## config.mk

```make
export PLATFORM = sky130hd
export DESIGN_NAME = nes_mem_arbiter
export DESIGN_NICKNAME = d
export VERILOG_FILES = /design/src/rtl/nes_mem_arbiter.sv
export SDC_FILE = /design/constraint.sdc
export NUM_CORES = 1
export LEC_CHECK = 0
export ABC_AREA = 1
export BUFFER_PORTS_ARGS = -buffer_cell sky130_fd_sc_hd__buf_2
export CORE_ASPECT_RATIO = 0.8
export CORE_MARGIN = 2
export CORE_UTILIZATION = 45
export CTS_CLUSTER_DIAMETER = 100
export DETAILED_ROUTE_END_ITERATION = 7
export GPL_TIMING_DRIVEN = 0
export MAX_ROUTING_LAYER = met4
export PLACE_DENSITY = 0.8
export SLEW_MARGIN = 20
export SYNTH_ARGS = -nofsm -noshare
export SYNTH_HDL_FRONTEND = slang
export SYNTH_SLANG_ARGS = --single-unit
```

## constraint.sdc

```tcl
create_clock -name clk -period 1.6 [get_ports clk]
set_clock_uncertainty 0.15 [all_clocks]
set_input_delay 0 -clock clk [delete_from_list [all_inputs] [get_ports clk]]
set_output_delay 0 -clock clk [all_outputs]
set_load 0.02 [all_outputs]
```

## src/rtl/nes_mem_arbiter.sv

```systemverilog
// Shared 22-bit game memory arbiter: loader > PPU > CPU, fixed wait states.
// Define NES_MEM_ARB_RR_EN for round-robin between PPU and CPU.
module nes_mem_arbiter #(
  parameter int WAIT_CYCLES = 2
) (
  input  logic        clk,
  input  logic        reset,
  input  logic        ld_req,
  input  logic [21:0] ld_addr,
  input  logic [7:0]  ld_wdata,
  output logic        ld_ack,
  input  logic        cpu_req,
  input  logic        cpu_we,
  input  logic [21:0] cpu_addr,
  input  logic [7:0]  cpu_wdata,
  output logic [7:0]  cpu_rdata,
  output logic        cpu_ack,
  input  logic        ppu_req,
  input  logic [21:0] ppu_addr,
  output logic [7:0]  ppu_rdata,
  output logic        ppu_ack,
  output logic [21:0] mem_addr,
  output logic [7:0]  mem_wdata,
  output logic        mem_we,
  output logic        mem_oe,
  input  logic [7:0]  mem_rdata,
  output logic [1:0]  grant
);

  localparam logic [1:0] S_IDLE   = 2'd0;
  localparam logic [1:0] S_ACCESS = 2'd1;
  localparam logic [1:0] S_DONE   = 2'd2;

  localparam logic [1:0] G_LD  = 2'd1;
  localparam logic [1:0] G_PPU = 2'd2;
  localparam logic [1:0] G_CPU = 2'd3;

  generate
    if (WAIT_CYCLES < 1 || WAIT_CYCLES > 15) begin : g_bad_wait
      $error("WAIT_CYCLES must be in 1..15");
    end
  endgenerate

  logic [1:0] state;
  logic [3:0] cnt;
  logic       pick_ppu;

`ifdef NES_MEM_ARB_RR_EN
  logic cpu_last;

  always_comb pick_ppu = ppu_req && (!cpu_req || cpu_last);

  // Loader grants leave the PPU/CPU fairness flag untouched
  always_ff @(posedge clk) begin
    if (reset) begin
      cpu_last <= 1'b1;
    end else if (state == S_IDLE && !ld_req) begin
      if (pick_ppu)
        cpu_last <= 1'b0;
      else if (cpu_req)
        cpu_last <= 1'b1;
    end
  end
`else
  always_comb pick_ppu = ppu_req;
`endif

  always_ff @(posedge clk) begin
    if (reset) begin
      state     <= S_IDLE;
      cnt       <= '0;
      grant     <= '0;
      mem_addr  <= '0;
      mem_wdata <= '0;
      mem_we    <= 1'b0;
      mem_oe    <= 1'b0;
      ld_ack    <= 1'b0;
      cpu_ack   <= 1'b0;
      ppu_ack   <= 1'b0;
      cpu_rdata <= '0;
      ppu_rdata <= '0;
    end else begin
      ld_ack  <= 1'b0;
      cpu_ack <= 1'b0;
      ppu_ack <= 1'b0;
      unique case (state)
        S_IDLE: begin
          cnt <= 4'(WAIT_CYCLES - 1);
          priority case (1'b1)
            ld_req: begin
              grant     <= G_LD;
              mem_addr  <= ld_addr;
              mem_wdata <= ld_wdata;
              mem_we    <= 1'b1;
              mem_oe    <= 1'b0;
              state     <= S_ACCESS;
            end
            pick_ppu: begin
              grant    <= G_PPU;
              mem_addr <= ppu_addr;
              mem_we   <= 1'b0;
              mem_oe   <= 1'b1;
              state    <= S_ACCESS;
            end
            cpu_req: begin
              grant     <= G_CPU;
              mem_addr  <= cpu_addr;
              mem_wdata <= cpu_wdata;
              mem_we    <= cpu_we;
              mem_oe    <= !cpu_we;
              state     <= S_ACCESS;
            end
            default: ;
          endcase
        end
        S_ACCESS: begin
          if (cnt == 4'd0) begin
            if (mem_oe) begin
              if (grant == G_PPU)
                ppu_rdata <= mem_rdata;
              else
                cpu_rdata <= mem_rdata;
            end
            ld_ack  <= (grant == G_LD);
            ppu_ack <= (grant == G_PPU);
            cpu_ack <= (grant == G_CPU);
            mem_we  <= 1'b0;
            mem_oe  <= 1'b0;
            grant   <= '0;
            state   <= S_DONE;
          end else begin
            cnt <= cnt - 4'd1;
          end
        end
        S_DONE:  state <= S_IDLE;
        default: state <= S_IDLE;
      endcase
    end
  end

endmodule

```

==> results of run 1 <==
## what timing repair did
action,CTS,global route
pin swaps,0,3
hold endpoints to repair,50,0
hold buffers,92,0
buffers inserted,0,7
endpoints found under the setup margin,2,37
cloned,0,2
gates resized for setup,1,16
## cell usage after synthesis
| library cell | instances |
|---|---|
| nor2_4 | 5 |
| o21a_1 | 2 |
| buf_4 | 1 |
| nand2_1 | 145 |
| buf_1 | 4 |
| buf_6 | 4 |
| o21ai_1 | 2 |
| nand4_1 | 1 |
| nand3_1 | 22 |
| nor2_1 | 71 |
| nor3_1 | 3 |
| nor2_2 | 1 |
| buf_2 | 6 |
| dfxtp_1 | 59 |
| inv_2 | 6 |
| a21oi_4 | 1 |
| nand2_2 | 3 |
| a21oi_2 | 1 |
| o21ai_0 | 28 |
| clkbuf_1 | 7 |
| a21oi_1 | 45 |
| ha_1 | 2 |
| inv_1 | 9 |
## per-stage QoR
step                cell area (um^2)  util [%]
CTS                             4750      79.5
finish                          4840      81.1
global placement                3660      61.2
global route                    4840      81.1
floorplan                       2830         -
detailed placement              3660      61.2
## per-layer routing
layer / up-vias / global-route usage (%)
li1: 1883 / -
met1: 1769 / 33.5
met2: 266 / 57.2
met3: 66 / 9.21
met4: 0 / 15.8
met5: - / -
## cell families after synthesis
group                      count (synthesis)  synth area share (%)
DFF                                       59                  41.8
and+or+nand+nor                          251                  36.2
adders and majority gates                  2                 0.886
buffers and inverters                     37                  6.38
AOI/OAI and AO/OA                         79                  14.7
## sequential cells by signal, summed over array words and instances, names as in the netlist
signal	cells
grant	2
cpu_rdata	8
cpu_ack	1
cnt	4
ppu_ack	1
ppu_rdata	8
mem_wdata	8
mem_we	1
mem_oe	1
ld_ack	1
state	2
mem_addr	22
## how the worst min path moves through the flow
stage | startpoint | end | slack (ps) | depth (start not counted)
2_1_floorplan | reset | cnt[2]$_SDFFE_PP0P_ | 10 | 3
3_3_place_gp | mem_rdata[6] | cpu_rdata[6]$_SDFFE_PP0P_ | 120 | 3
3_5_place_dp | mem_rdata[6] | cpu_rdata[6]$_SDFFE_PP0P_ | 130 | 3
4_1_cts | ppu_req | mem_wdata[1]$_SDFFE_PP0P_ | 10 | 4
5_1_grt | ppu_req | mem_wdata[3]$_SDFFE_PP0P_ | 50 | 4
6_report | ppu_req | mem_wdata[5]$_SDFFE_PP0P_ | 40 | 4
## worst register-to-register path: cells and delay by family, from the launching register on
family	cells	cell delay, ps
AND/OR/NAND/NOR	3	380
flip-flops	1	330
buffers and inverters	2	260
adder cells (fa/ha/maj)	1	200
AO/OA/AOI/OAI	1	170
## placed cells by master, fill, tap and decap left out, drive strengths merged
cell and n:
a21oi 48, nor3 3, o21a 2, clkbuf 19, dfxtp 59, ha 2, nor2 77, nand4 1
clkinv 3, nand2 148, nand3 22, o21ai 30, dlygate4sd3 92, buf 168, inv 15
## power by group
part / internal [mW] / leakage (nW) / total [mW] / switching [mW]
registers: 1.66 / 0.484 / 1.78 / 0.118
clock network: 0.620 / 0.0908 / 1.17 / 0.546
logic: 0.719 / 1.90 / 1.74 / 1.02
total: 3.00 / 2.47 / 4.69 / 1.69
## area by class of cell
cell class                 instances  area (um^2)
timing repair buffer             246         1720
multi-input combinational        333         1490
sequential                        59         1180
fill                             383         1130
clock buffer                      11          151
buffer                            22          128
tap                               81          101
inverter                          15         61.3
clock inverter                     3         15.0
==> reports/results.tsv, run 1 <==
stage	metric	value	unit
status	status	finished, final reports clean	
detailed_routing	DRC Markers	0	
final_layout	# diodes	0	
detailed_routing	initial drt markers	250	
sta	Final WS setup	31.4	ps
global_route	initial antenna violation count	0	
critical_path	Setup crit end	mem_addr[13]$_SDFFE_PP0P_	
critical_path	reg2reg setup slack	40	ps
synthesis	Mean Syn Cell Area	6.60	um^2
global_route	Total Routing Usage GR	32.2	%
critical_path	CP Launch Point	ppu_addr[13]	
placed_design	worst slack at placement	-3.49	ps
synthesis	syn nets	526	
sta	Setup Total Neg Slack	0	ps
critical_path	Worst setup SP type	input port	
sta	Final setup viols	0	
sta	Worst Max-Slew Pin Slew	525	ps
clock_tree	CTS HTree Levels	3	
critical_path	endpoint type of the worst setup path	flop	
clock_tree	Root Driver	clkbuf_8	
detailed_routing	routed len/inst	14.4	um
global_route	pin count of the biggest net entering global routing	11	
final_layout	P&R area growth vs syn	71.4	%
synthesis	Seq/Total Area, Yosys	41.8	%
power_and_ir_drop	Peak VDD IR	637	uV
detailed_routing	DRT Wirelength	11100	um
detailed_routing	vias	3984	
sta	fin crit share	98.0	%
detailed_routing	DRT Pass-1 Iters	5	
clock_tree	Clk Latency, worst-skew pair	330	ps
placed_design	Port Buffers	146	
critical_path	CP Class	input port to flop	
worst_hold_path	Hold Path Class	input port to flop	
synthesis	Netlist cell types	23	
power_and_ir_drop	power per cell area	968	nW/um^2
die	# rows	25	
sta	fmax	0.638	GHz
clock_tree	CTS buffer count	9	
global_route	GRT overflow	0	
detailed_routing	vias per inst	5.17	
detailed_routing	Final ANT Viol Nets	0	
global_route	first-pass GRT wire length	16800	um
sta	worst hold margin	43.5	ps
critical_path	Crit-path slowest cell	dlygate4sd3_1	
die	die area	6930	um^2
synthesis	Cells after Synth	428	
sta	Tmin final	1570	ps
clock_tree	worst-case clock buffer depth	2	
die	I/O pin count	149	
final_layout	final net count	784	
synthesis	synthesized area	2830	um^2
power_and_ir_drop	Leak	2.47	nW
synthesis	Syn. warnings	0	
synthesis	Synth top area share	41.8	%
synthesis	post-synth top area cell	dfxtp_1	
critical_path	CP Max Fanout	1	
critical_path	CP max stage delay	590	ps
sta	Final Hold Fails	0	
sta	RSZ-0062 raised after global routing	yes	
power_and_ir_drop	total power	4.69	mW
clock_tree	clk slew on worst S/H paths	60	ps
detailed_routing	max layer used	met4	
critical_path	r2r endpoint	ppu_rdata[4]$_SDFFE_PP0P_	
clock_tree	# clock sinks	59	
die	Chip Height	74.9	um
sta	Rel. slew slack	65.0	%
detailed_routing	met2 WL	5470	um
critical_path	CP Depth	7	
synthesis	synthesized flop and latch total	59	
die	core area	5970	um^2
final_layout	share of cells above drive strength 1	29.8	%
final_layout	final cell count without fillers	770	
critical_path	crit-path cells	dlygate4sd3_1, buf_2, nand2_1, a21oi_2, dlygate4sd3_1, nor2_1, nor2_1	
placed_design	dpl cells	655	
critical_path	critical path arrival	1680	ps
sta	Slew Viols, Final	0	
critical_path	critical path required time	1710	ps
global_route	vias in the first global route	3856	
job	max-cap violations	0	
critical_path	reg2reg start	cnt[0]$_SDFFE_PP0P_	
clock_tree	CTS tree	done	
detailed_routing	DRT met1 WL	4140	um
detailed_routing	metal3 WL	969	um
die	Die Span X	92.6	um
critical_path	top cell family by delay on the critical path	buffers and inverters	
synthesis	top cells by area, synth	dfxtp_1, nand2_1, nor2_1, a21oi_1, o21ai_0	
critical_path	worst path bufs/invs	3	
placed_design	routability cong.	0.864	
placed_design	HPWL after detailed placement	6320	um
die	initial core utilization	47.3	%
critical_path	Reg2Reg Depth	7	
Power figures use the tool's default switching activity.
==> run 2, diff against run 1 <==
--- a/config.mk
+++ b/config.mk
@@ -9,12 +9,12 @@
 export BUFFER_PORTS_ARGS = -buffer_cell sky130_fd_sc_hd__buf_2
 export CORE_ASPECT_RATIO = 0.8
 export CORE_MARGIN = 2
-export CORE_UTILIZATION = 45
+export CORE_UTILIZATION = 49
 export CTS_CLUSTER_DIAMETER = 100
 export DETAILED_ROUTE_END_ITERATION = 7
 export GPL_TIMING_DRIVEN = 0
 export MAX_ROUTING_LAYER = met4
-export PLACE_DENSITY = 0.8
+export PLACE_DENSITY = 0.86
 export SLEW_MARGIN = 20
 export SYNTH_ARGS = -nofsm -noshare
 export SYNTH_HDL_FRONTEND = slang
==> constraint.sdc (replaced) <==
create_clock -name clk -period 1.89 [get_ports clk]
set_clock_uncertainty 0.15 [all_clocks]
set_input_delay 0 -clock clk [delete_from_list [all_inputs] [get_ports clk]]
set_output_delay 0 -clock clk [all_outputs]
set_load 0.02 [all_outputs]
==> reports/results.tsv, run 2 (synthesis results as in run 1) <==
stage	metric	value	unit	change
final_layout	Post-Route Utilization	87.8	%	was 81.1%
power_and_ir_drop	Net Sw Frac	35.8	%	was 36.0%
worst_hold_path	Hold Startpoint	ld_req		was ppu_req
die	initial core utilization	51.4	%	was 47.3%
clock_tree	Clk Latency, worst-skew pair	340	ps	was 330 ps
final_layout	Reg with most FFs	mem_addr		unchanged
detailed_routing	routed len/inst	17.4	um	was 14.4 um
worst_hold_path	Hold Path Class	input port to flop		unchanged
detailed_routing	Final ANT Viol Nets	0		unchanged
die	die area	6390	um^2	was 6930 um^2
sta	Final Hold Fails	0		unchanged
job	max-cap violations	0		unchanged
final_layout	final cell count without fillers	763		was 770
sta	fmax	0.543	GHz	
placed_design	HPWL after detailed placement	6310	um	was 6320 um
die	core area	5500	um^2	was 5970 um^2
detailed_routing	DRC Markers	0		unchanged
die	# rows	24		was 25
sta	Final WS setup	47.6	ps	was 31.4 ps
final_layout	P&R area growth vs syn	70.8	%	was 71.4%
power_and_ir_drop	cell internal pwr	2.78	mW	was 3.00 mW
critical_path	Worst setup SP type	flop		was input port
final_layout	max reg flops	22		unchanged
sta	Final setup viols	0		unchanged
power_and_ir_drop	Psw	1.55	mW	was 1.69 mW
detailed_routing	initial drt markers	452		was 250
clock_tree	CTS tree	done		unchanged
global_route	first-pass GRT wire length	20400	um	was 16,800 um
critical_path	CP Launch Point	cnt[0]$_SDFFE_PP0P_		was ppu_addr[13]
final_layout	leading cell type in the layout, fill and taps excluded	buf_2		unchanged
sta	Slew Viols, Final	0		unchanged
die	Die Span X	88.9	um	was 92.6 um
power_and_ir_drop	power per cell area	898	nW/um^2	was 968 nW/um^2
global_route	initial antenna violation count	1		was 0
critical_path	Reg2Reg Depth	8		was 7
detailed_routing	vias per inst	5.72		was 5.17
die	I/O pin count	149		unchanged
detailed_routing	vias	4367		was 3,984
clock_tree	# clock sinks	59		unchanged
power_and_ir_drop	clock power share	30.5	%	was 24.9%
final_layout	most frequent cells in the layout	buf_2, nand2_1, dlygate4sd3_1, nor2_1, dfxtp_1		unchanged
power_and_ir_drop	Leak	2.44	nW	was 2.47 nW
power_and_ir_drop	total power	4.33	mW	was 4.69 mW
sta	Tmin final	1840	ps	
critical_path	critical path required time	1970	ps	was 1710 ps
critical_path	CP Max Fanout	6		was 1
final_layout	area of the multi-input gates	1460	um^2	was 1490 um^2
final_layout	share of cells above drive strength 1	27.6	%	was 29.8%
power_and_ir_drop	Peak VDD IR	480	uV	was 637 uV
final_layout	sequential cell area	1180	um^2	about the same
clock_tree	# hold bufs at CTS	94		was 92
clock_tree	Root Driver	clkbuf_8		unchanged
sta	Worst Max-Slew Pin Slew	569	ps	was 525 ps
status	status	finished, final reports clean		unchanged
sta	Rel. slew slack	62.0	%	was 65.0%
final_layout	Fillers	286		was 383
clock_tree	setup repair bufs after CTS	0		unchanged
clock_tree	CTS HTree Levels	3		unchanged
critical_path	reg2reg start	cnt[0]$_SDFFE_PP0P_		unchanged
clock_tree	worst-case clock buffer depth	2		unchanged
critical_path	reg2reg setup slack	50	ps	was 40 ps
final_layout	final net count	777		was 784
worst_hold_path	hold path cells	5		was 4
power_and_ir_drop	Comb power frac	34.4	%	was 37.2%
die	Chip Height	71.9	um	was 74.9 um
worst_hold_path	Hold Path End	mem_wdata[6]$_SDFFE_PP0P_		was mem_wdata[5]$_SDFFE_PP0P_
global_route	pin count of the biggest net entering global routing	11		unchanged
critical_path	CP Class	flop to flop		was input port to flop
critical_path	r2r endpoint	cnt[2]$_SDFFE_PP0P_		was ppu_rdata[4]$_SDFFE_PP0P_
detailed_routing	DRT Wirelength	13300	um	was 11,100 um
critical_path	critical path arrival	1930	ps	was 1680 ps
placed_design	Port Buffers	146		unchanged
clock_tree	CTS buffer count	9		unchanged
sta	fin crit share	97.5	%	
critical_path	endpoint type of the worst setup path	flop		unchanged
power_and_ir_drop	power share of the sequential group	35.1	%	was 37.9%
placed_design	worst slack at placement	279	ps	was -3.49 ps
placed_design	dpl cells	652		was 655
clock_tree	CTS resizes	0		was 1
detailed_routing	DRT Pass-1 Iters	6		was 5
placed_design	routability cong.	0.868		was 0.864
global_route	vias in the first global route	4324		was 3,856
global_route	GRT overflow	0		unchanged
global_route	Total Routing Usage GR	43.6	%	was 32.2%
clock_tree	clk slew on worst S/H paths	70	ps	was 60 ps
run 2: worst max-delay path by stage:
stage / to / slack, ps / cells after the start
2_1_floorplan: cnt[1]$_SDFFE_PP0P_ / 440 / 7
3_3_place_gp: cnt[1]$_SDFFE_PP0P_ / 310 / 7
3_5_place_dp: cnt[1]$_SDFFE_PP0P_ / 280 / 7
4_1_cts: cnt[1]$_SDFFE_PP0P_ / 260 / 7
5_1_grt: cnt[2]$_SDFFE_PP0P_ / -30 / 8
6_report: cnt[2]$_SDFFE_PP0P_ / 50 / 8
run 2: routing by layer:
layer / track usage, % / up-vias / wire, um
li1: - / 1877 / -
met1: 43.0 / 1932 / 4510
met2: 70.9 / 422 / 6470
met3: 15.1 / 136 / 1280
met4: 31.6 / 0 / 1030
met5: - / - / 0
run 2: worst max-delay path, cell delays in order, from the launching register on:
cell and delay (ps):
dfxtp_1 370, inv_1 110, ha_1 230, nand2_1 190, nand2_1 160, nand2_1 250
nand3_1 150, nand2_1 90, nor2_1 40
run 2: cell type report:
type | count | area share (%)
clock buffers | 12 | 3.22
inverters | 15 | 1.17
flip-flops and latches | 59 | 24.5
multi-input cells | 332 | 30.3
repair buffers | 240 | 34.6
clock inverters | 4 | 1.50
well taps | 78 | 2.02
diodes | 1 | 0.0519
plain buffers | 22 | 2.57
run 2: metrics by stage:
stage,hold WS (ps),setup TNS (ps),instance area (um^2)
6_report,73.6,0,4820
3_5_place_dp,132,0,3650
5_1_grt,84.7,-27.1,4820
2_1_floorplan,12.3,0,2830
4_1_cts,14.8,0,4820
3_3_place_gp,125,0,3650
run 2: power groups by stage:
stage	Clock, mW	Combinational, mW	Sequential (mW)
2_1_floorplan	0	0.630	1.68
5_1_grt	1.37	1.59	1.52
3_5_place_dp	0	1.18	1.52
3_3_place_gp	0	1.14	1.52
4_1_cts	1.32	1.34	1.50
6_report	1.32	1.49	1.52
==> run 3, diff against run 2 <==
--- a/config.mk
+++ b/config.mk
@@ -7,14 +7,16 @@
 export LEC_CHECK = 0
 export ABC_AREA = 1
 export BUFFER_PORTS_ARGS = -buffer_cell sky130_fd_sc_hd__buf_2
+export CELL_PAD_IN_SITES_DETAIL_PLACEMENT = 0
+export CELL_PAD_IN_SITES_GLOBAL_PLACEMENT = 1
 export CORE_ASPECT_RATIO = 0.8
 export CORE_MARGIN = 2
-export CORE_UTILIZATION = 49
+export CORE_UTILIZATION = 32
 export CTS_CLUSTER_DIAMETER = 100
 export DETAILED_ROUTE_END_ITERATION = 7
 export GPL_TIMING_DRIVEN = 0
 export MAX_ROUTING_LAYER = met4
-export PLACE_DENSITY = 0.86
+export PLACE_DENSITY_LB_ADDON = 0.1
 export SLEW_MARGIN = 20
 export SYNTH_ARGS = -nofsm -noshare
 export SYNTH_HDL_FRONTEND = slang
==> reports/results.tsv, run 3 (synthesis results as in run 1) <==
stage	metric	value	unit	change
final_layout	Reg with most FFs	mem_addr		unchanged
clock_tree	setup repair bufs after CTS	0		unchanged
clock_tree	CTS tree	done		unchanged
final_layout	P&R area growth vs syn	70.9	%	was 70.8%
clock_tree	worst-case clock buffer depth	2		unchanged
status	status	finished, final reports clean		unchanged
final_layout	leading cell type in the layout, fill and taps excluded	buf_2		unchanged
placed_design	placed cell areas	3700	um^2	was 3650 um^2
critical_path	CP max stage delay	360	ps	was 370 ps
final_layout	max reg flops	22		unchanged
worst_hold_path	hold path cells	4		was 5
detailed_routing	vias per inst	4.56		was 5.72
detailed_routing	vias	3624		was 4,367
final_layout	most frequent cells in the layout	buf_2, nand2_1, dlygate4sd3_1, nor2_1, dfxtp_1		unchanged
final_layout	Post-Route Utilization	56.7	%	was 87.8%
critical_path	critical path required time	1980	ps	was 1970 ps
detailed_routing	initial drt markers	153		was 452
die	core area	8520	um^2	was 5500 um^2
sta	Setup Total Neg Slack	0	ps	unchanged
die	die area	9600	um^2	was 6390 um^2
sta	Final Hold Fails	0		unchanged
critical_path	CP Depth	7		was 8
die	Chip Height	88.0	um	was 71.9 um
critical_path	CP Launch Point	cnt[0]$_SDFFE_PP0P_		unchanged
worst_hold_path	Hold Path Class	input port to flop		unchanged
die	# rows	30		was 24
power_and_ir_drop	Comb power frac	33.5	%	was 34.4%
final_layout	final net count	776		was 777
final_layout	share of cells above drive strength 1	27.8	%	was 27.6%
clock_tree	CTS buffer count	9		unchanged
detailed_routing	DRC Markers	0		unchanged
sta	fmax	0.612	GHz	was 0.543 GHz
global_route	initial antenna violation count	0		was 1
sta	Rel. slew slack	60.6	%	was 62.0%
detailed_routing	routed len/inst	12.1	um	was 17.4 um
placed_design	HPWL after detailed placement	6600	um	was 6310 um
power_and_ir_drop	cell internal pwr	2.61	mW	was 2.78 mW
job	max-cap violations	0		unchanged
critical_path	Worst setup SP type	flop		unchanged
critical_path	most used cell, CP	nand2_1		unchanged
sta	Slew Viols, Final	0		unchanged
power_and_ir_drop	clock power share	29.4	%	was 30.5%
critical_path	top cell family by delay on the critical path	simple AND/OR/NAND/NOR gates		unchanged
global_route	first-pass GRT wire length	15700	um	was 20,400 um
sta	Final setup viols	0		unchanged
critical_path	CP Class	flop to flop		unchanged
die	I/O pin count	149		unchanged
global_route	GRT overflow	0		unchanged
placed_design	Port Buffers	146		unchanged
critical_path	reg2reg start	cnt[0]$_SDFFE_PP0P_		unchanged
placed_design	routability cong.	0.771		was 0.868
sta	fin crit share	86.5	%	was 97.5%
power_and_ir_drop	power share of the sequential group	37.1	%	was 35.1%
power_and_ir_drop	total power	4.03	mW	was 4.33 mW
final_layout	# diodes	0		was 1
detailed_routing	DRT Pass-1 Iters	4		was 6
global_route	Total Routing Usage GR	21.6	%	was 43.6%
global_route	vias in the first global route	3465		was 4,324
critical_path	Reg2Reg Depth	7		was 8
sta	Worst Max-Slew Pin Slew	590	ps	was 569 ps
clock_tree	Root Driver	clkbuf_8		unchanged
die	Die Span X	109	um	was 88.9 um
critical_path	critical path arrival	1720	ps	was 1930 ps
clock_tree	CTS HTree Levels	3		unchanged
critical_path	Crit-path slowest cell	dfxtp_1		unchanged
power_and_ir_drop	power per cell area	834	nW/um^2	was 898 nW/um^2
die	initial core utilization	33.2	%	was 51.4%
power_and_ir_drop	Peak VDD IR	371	uV	was 480 uV
critical_path	CP Max Fanout	6		unchanged
sta	Tmin final	1630	ps	was 1840 ps
final_layout	post-route cell area	4830	um^2	was 4820 um^2
clock_tree	clk slew on worst S/H paths	70	ps	about the same
power_and_ir_drop	Psw	1.42	mW	was 1.55 mW
sta	RSZ-0062 raised after global routing	no		
clock_tree	Clk Latency, worst-skew pair	340	ps	about the same
worst_hold_path	Hold Startpoint	ppu_req		was ld_req
detailed_routing	Final ANT Viol Nets	0		unchanged
power_and_ir_drop	Leak	2.41	nW	was 2.44 nW
critical_path	worst path bufs/invs	1		unchanged
clock_tree	# clock sinks	59		unchanged
detailed_routing	DRT Wirelength	9600	um	was 13,300 um
power_and_ir_drop	Net Sw Frac	35.3	%	was 35.8%
critical_path	endpoint type of the worst setup path	flop		unchanged
critical_path	crit-path cells	inv_1, ha_1, nand2_1, nand2_1, nand2_1, nor2_1, o21a_1		was inv_1, ha_1, nand2_1, nand2_1, nand2_1, nand3_1, nand2_1, nor2_1
global_route	pin count of the biggest net entering global routing	12		was 11
==> run 3: cell count changes in the layout (fill, tap and decap cells not counted) <==
| cell | before | now |
|---|---|---|
| clkinvlp_4 | 1 | 4 |
| bufinv_16 | 2 | 1 |
| dlygate4sd3_1 | 94 | 93 |
| clkbuf_8 | 11 | 10 |
| clkbuf_1 | 8 | 7 |
| diode_2 | 1 | 0 |
==> run 3: timing repair <==
item	in CTS	in global routing
gates resized for setup	0	0
endpoints found under the hold margin	50	0
hold buffers	93	0
==> run 3: area by class of cell <==
class                   count  area, um^2
well taps                 112         140
clock buffers              10         138
multi-input cells         332        1460
repair buffers            239        1660
clock inverters             6        65.1
fillers                   847        3690
flip-flops and latches     59        1180
plain buffers              22         124
inverters                  15        56.3
==> run 3: power groups by stage <==
stage / combinational [mW] / sequential, mW / clock, mW
2_1_floorplan: 0.630 / 1.68 / 0
3_3_place_gp: 1.18 / 1.52 / 0
3_5_place_dp: 1.19 / 1.52 / 0
4_1_cts: 1.35 / 1.50 / 1.21
5_1_grt: 1.52 / 1.51 / 1.26
6_report: 1.35 / 1.50 / 1.18
==> run 3: path summary, 6_finish.rpt <==
kind	to	slack (ps)
setup / recovery	cnt[1]$_SDFFE_PP0P_	260
hold / removal	mem_wdata[5]$_SDFFE_PP0P_	40
setup reg to reg	cnt[1]$_SDFFE_PP0P_	260
hold reg to reg	ppu_rdata[2]$_SDFFE_PP0P_	310
==> run 3: metal layers <==
metal / vias up / share of wire, % / global-route usage, %
li1: 1863 / - / -
met1: 1634 / 46 / 26.0
met2: 116 / 47 / 36.2
met3: 11 / 6.3 / 5.73
met4: 0 / 1.0 / 4.78
met5: - / 0 / -
==> run 3: worst min-delay path, delay by kind of cell <==
family                 cells  cell delay [ps]
and+or+nand+nor            1               80
buffers and inverters      1              180
AOI/OAI and AO/OA          2              220
==> run 3: metrics by stage <==
stage | worst slack [ps] | hold WS (ps) | cells
6_report | 256 | 35.1 | 795
5_1_grt | 57.3 | 60.6 | 795
4_1_cts | 251 | 12.4 | 795
3_5_place_dp | 278 | 128 | 686
3_3_place_gp | 261 | 123 | 686
2_1_floorplan | 436 | 12.3 | 428
